$ cat config.mk
export PLATFORM = sky130hd
export DESIGN_NAME = idli_sqi_seq_m
export DESIGN_NICKNAME = d
export VERILOG_FILES = /design/src/rtl/idli_sqi_seq_m.sv
export SDC_FILE = /design/constraint.sdc
export NUM_CORES = 1
export LEC_CHECK = 0
export CAP_MARGIN = 15
export CORE_MARGIN = 10
export CORE_UTILIZATION = 44
export DETAILED_ROUTE_END_ITERATION = 16
export PLACE_DENSITY = 0.76
export RECOVER_POWER = 25
export SYNTH_ARGS = -nofsm -noshare
export SYNTH_HDL_FRONTEND = slang
export SYNTH_SLANG_ARGS = --single-unit
$ cat constraint.sdc
create_clock -name i_sqi_gck -period 2.35 [get_ports i_sqi_gck]
set_input_delay 0.47 -clock i_sqi_gck [delete_from_list [all_inputs] [get_ports i_sqi_gck]]
set_output_delay 0.47 -clock i_sqi_gck [all_outputs]
set_load 0.01 [all_outputs]
$ cat src/rtl/idli_sqi_seq_m.sv
// idli_sqi_seq_m: SQI memory sequencer driving CS, command, address, dummy and data phases.
// Define IDLI_SQI_ADDR_TRACK_EN to enable the o_sqi_cur_addr next-word address counter.
package idli_sqi_pkg;
    typedef enum logic {SQI_MODE_OUT, SQI_MODE_IN} sqi_mode_t;
endpackage

module idli_sqi_seq_m
    import idli_sqi_pkg::*;
#(
    parameter int DATA_W      = 16,
    parameter int ADDR_W      = 16,
    parameter int DUMMY_CYC   = 2,
    parameter int CS_HIGH_CYC = 2
) (
    input  logic              i_sqi_gck,
    input  logic              i_sqi_rst_n,
    input  logic              i_sqi_req_vld,
    output logic              o_sqi_req_rdy,
    input  logic              i_sqi_req_rd,
    input  logic [ADDR_W-1:0] i_sqi_req_addr,
    input  logic [DATA_W-1:0] i_sqi_req_wr_data,
    input  logic              i_sqi_stop,
    output logic              o_sqi_rd_vld,
    output logic [DATA_W-1:0] o_sqi_rd_data,
    output logic              o_sqi_wr_done,
    output logic              o_sqi_busy,
    output logic [ADDR_W-1:0] o_sqi_cur_addr,
    output logic              o_sqi_sck,
    output logic              o_sqi_cs,
    output sqi_mode_t         o_sqi_mode,
    output logic [3:0]        o_sqi_data,
    input  logic [3:0]        i_sqi_data
);
    localparam int N = DATA_W / 4;
    localparam int A = ADDR_W / 4;

    typedef enum logic [2:0] {IDLE, CSH, CMD, ADDR, DUMMY, DATA} state_t;

    state_t            state, state_nxt;
    logic [7:0]        cnt, lim;
    logic              rd_q, last, word_end, acc;
    logic [ADDR_W-1:0] addr_sh;
    logic [DATA_W-1:0] sh;

    always_comb begin
        lim = state == CSH   ? 8'(CS_HIGH_CYC - 1) :
              state == CMD   ? 8'd1 :
              state == ADDR  ? 8'(A - 1) :
              state == DUMMY ? 8'(DUMMY_CYC - 1) :
              state == DATA  ? 8'(N - 1) : 8'd0;
        last = cnt == lim;
        word_end = state == DATA && last;
        o_sqi_req_rdy = state == IDLE || (word_end && rd_q);
        acc = i_sqi_req_vld && o_sqi_req_rdy;
        state_nxt = state;
        unique case (state)
            IDLE:    state_nxt = acc ? CSH : IDLE;
            CSH:     state_nxt = last ? CMD : CSH;
            CMD:     state_nxt = last ? ADDR : CMD;
            ADDR:    state_nxt = !last ? ADDR : rd_q ? DUMMY : DATA;
            DUMMY:   state_nxt = last ? DATA : DUMMY;
            DATA:    state_nxt = !last ? DATA : !rd_q ? IDLE : acc ? CSH : i_sqi_stop ? IDLE : DATA;
            default: state_nxt = IDLE;
        endcase
    end

    assign o_sqi_cs   = state == IDLE || state == CSH;
    assign o_sqi_sck  = o_sqi_cs ? 1'b0 : i_sqi_gck;
    assign o_sqi_busy = state != IDLE;
    assign o_sqi_mode = (state == DATA && rd_q) ? SQI_MODE_IN : SQI_MODE_OUT;
    assign o_sqi_data = state == CMD ? (cnt[0] ? {3'b001, rd_q} : 4'h0) :
                        state == ADDR ? addr_sh[ADDR_W-1 -: 4] :
                        (state == DATA && !rd_q) ? sh[DATA_W-1 -: 4] : 4'h0;

    // Address and write data leave MS nibble first by shifting left; read data shifts in at the bottom.
    always_ff @(posedge i_sqi_gck or negedge i_sqi_rst_n) begin
        if (!i_sqi_rst_n) begin
            state         <= IDLE;
            cnt           <= '0;
            rd_q          <= 1'b0;
            addr_sh       <= '0;
            sh            <= '0;
            o_sqi_rd_data <= '0;
            o_sqi_rd_vld  <= 1'b0;
            o_sqi_wr_done <= 1'b0;
        end else begin
            state         <= state_nxt;
            cnt           <= last ? '0 : cnt + 8'd1;
            o_sqi_rd_vld  <= word_end && rd_q;
            o_sqi_wr_done <= word_end && !rd_q;
            if (word_end && rd_q)
                o_sqi_rd_data <= DATA_W'({sh, i_sqi_data});
            if (acc) begin
                rd_q    <= i_sqi_req_rd;
                addr_sh <= i_sqi_req_addr;
                sh      <= i_sqi_req_wr_data;
            end else begin
                if (state == ADDR)
                    addr_sh <= addr_sh << 4;
                if (state == DATA)
                    sh <= rd_q ? DATA_W'({sh, i_sqi_data}) : sh << 4;
            end
        end
    end

`ifdef IDLI_SQI_ADDR_TRACK_EN
    // A redirect accepted on a word boundary overrides that word's increment.
    always_ff @(posedge i_sqi_gck or negedge i_sqi_rst_n) begin
        if (!i_sqi_rst_n)
            o_sqi_cur_addr <= '0;
        else if (acc)
            o_sqi_cur_addr <= i_sqi_req_addr;
        else if (word_end)
            o_sqi_cur_addr <= o_sqi_cur_addr + ADDR_W'(DATA_W / 8);
    end
`else
    assign o_sqi_cur_addr = '0;
`endif
endmodule

==> out/qor.txt <==
total die area - 11,100 um2
Worst path slowest cell - or4_4
Worst setup EP type - output port
kind of start point of the critical path - flip-flop
first-pass GRT wire length - 13,010 um
Yosys top cell area share - 0.4838
# Max-Cap Violations - 1
Max IR drop VDD - 0.5336 mV
Die Ht - 105.4 um
die width - 105.4 um
Antenna Cells - 0
critical path's top delay family - simple AND/OR/NAND/NOR gates
drt drc - 0
Top Ports - 84
failing checks - max-capacitance violations, negative setup slack
vias per cell - 5.111
f_max - 404.1 MHz
worst path arrival time - 2.00 ns
Pre-antenna DRT Iters - 4
pwr dens - 1114 nW/um2
Total GRT Usage - 0.1474
Worst-path clk slew - 0.07 ns
core box area - 7176 um2
Post-Synthesis Cells - 280
crit-path max FO - 2
fin util - 0.5991
Filler Cells Inserted - 595
routed via count - 2,402
asr flop ratio synth - 1.000
Seq/Total Area, Yosys - 0.4838
Clock Skews - 0.006731 ns
flops & latches, synth - 62
critical-path cell list - or4_4 > nor3_4 > and3_4 > or2_4 > buf_6
post-route setup slack - -0.1247 ns
largest net degree at the start of global routing - 63
area delta synth->final - 34.06%
Routed Wire Length - 7805 um
gr ovfl total - 0
final RePlAce weighted congestion - 0.8309
Routed Antenna Nets - 0
most frequent cells in the layout - dfrtp_1 (60), clkdlybuf4s50_1 (59), mux2_2 (51)
unrepaired setup endpoints after global routing - yes
Row Count - 31
Slew Limit Fails - 0
synthesized cell area - 3207 um2
worst-margin pin slew - 1.495 ns
Synth cell types - 48
hold_buf cts - 0
DR WL/cell - 16.61 um
Mean Syn Cell Area - 11.45 um2
HPWL after DPL - 5744 um
top post-synthesis cells by area - dfrtp_1 (48%), mux2_2 (18%), buf_4 (4.0%), a221o_1 (3.4%), and2_1 (2.7%)
CP peak stage delay - 0.56 ns
Synth warnings - 0
Final Hold Viols - 0
status - finished with violations
TNS Setup - -0.1247 ns
fin crit period - 2.475 ns
vias in the first global route - 2,589
area leader, netlist - dfrtp_1
Post-synth EDFFs - 0
insertion delay to the later sink of the worst-skew pair - 0.44 ns
fin nets - 409
Leak - 1.974 nW
Crit Path Class - reg2out
Final period util - 1.053
commonest non-fill, non-tap cell in the layout - dfrtp_1
share of cells above drive strength 1 - 0.2992
worst hold path class - in2async
PortBufs - 67
# setup viols final - 1
Initial Util - 0.4469
CTS tree - yes
initial antenna violation count - 0
relative slew slack - 0.003475
CP Buf/Inv Count - 1
Primary FF master, synth - dfrtp_1
CP required - 1.88 ns
First DRT Iteration DRCs - 133
sequential cells by signal, summed over array words and instances (netlist names):
register	cells
o_sqi_wr_done	1
rd_q	1
addr_sh	16
sh	16
o_sqi_rd_data	16
cnt	8
o_sqi_rd_vld	1
state	3
synthesized netlist by cell type (2+ instances only):
library cell	n
nand3_1	5
and2_1	14
buf_6	3
and3_1	2
nor4_1	2
nor3b_1	2
nand4_1	2
dfrtp_1	62
nor3_1	6
nand3b_1	2
buf_4	17
nor2_1	10
or3_1	2
nand2b_1	2
or2_2	3
buf_2	3
xnor2_1	6
clkbuf_1	11
nor2b_1	10
o22ai_1	2
a21oi_1	4
a221o_1	11
a32oi_1	2
nand2_1	10
xor2_1	3
o21ai_0	8
inv_1	5
mux2_2	51
worst paths after layout:
| path | to | startpoint | slack [ns] | depth (start not counted) |
|---|---|---|---|---|
| setup / recovery | o_sqi_req_rdy | cnt[4] | -0.12 | 5 |
| min in group i_sqi_gck | cnt[7] | cnt[7] | 0.50 | 1 |
| hold / removal | o_sqi_rd_data[10] | i_sqi_rst_n | 0.47 | 2 |
| max in group asynchronous | state[1] | i_sqi_rst_n | 0.88 | 2 |
| setup reg to reg | o_sqi_rd_data[2] | cnt[4] | 0.17 | 6 |
| hold reg to reg | cnt[7] | cnt[7] | 0.50 | 1 |
metrics by stage:
step / cells / area (um2) / setup slack, ns / hold slack, ns / power [mW]
2_1_floorplan: 295 / 3263 / 0.05224 / 0.1744 / 2.953
3_3_place_gp: 449 / 4016 / -0.1928 / 0.4779 / 3.614
3_5_place_dp: 449 / 4016 / -0.2243 / 0.4850 / 3.693
4_1_cts: 468 / 4280 / -0.1635 / 0.03177 / 4.811
5_1_grt: 470 / 4299 / -0.2139 / 0.5271 / 5.135
6_report: 470 / 4299 / -0.1247 / 0.4749 / 4.788
report_power, final:
part / internal, mW / switching (mW) / total (mW)
clock: 0.673 / 0.450 / 1.12
combinational: 1.05 / 0.863 / 1.91
sequential: 1.46 / 0.292 / 1.75
metal layers:
metal / track usage / routed length (um) / up-vias
li1: - / - / 1134
met1: 0.1677 / 3242 / 1172
met2: 0.2271 / 3686 / 86
met3: 0.08831 / 816 / 10
met4: 0.04510 / 59 / 0
met5: 0 / 0 / -
area by class of cell:
type,instances,area [um2],share of cell area
Multi-Input combinational cell,193,1501,0.3492
Clock buffer,15,201.4,0.04686
Inverter,5,18.77,0.004366
Clock inverter,4,55.05,0.01281
Timing Repair Buffer,92,844.6,0.1964
Tap cell,99,123.9,0.02881
Sequential cell,62,1554,0.3615
cell families after synthesis:
logic type	synth area share
xor+xnor	0.02458
mux	0.1791
fa+ha+maj	0.003901
compound gates	0.09092
other cells	0.001169
simple gates	0.1416
buf+inv	0.07491
flops	0.4838
timing repair:
action,4_1_cts,5_1_grt
setup endpoints to repair,8,10
gates resized for setup,15,9
pin swaps,1,2
buffers inserted,1,2
Note: power is estimated with default switching activity, not from simulation.
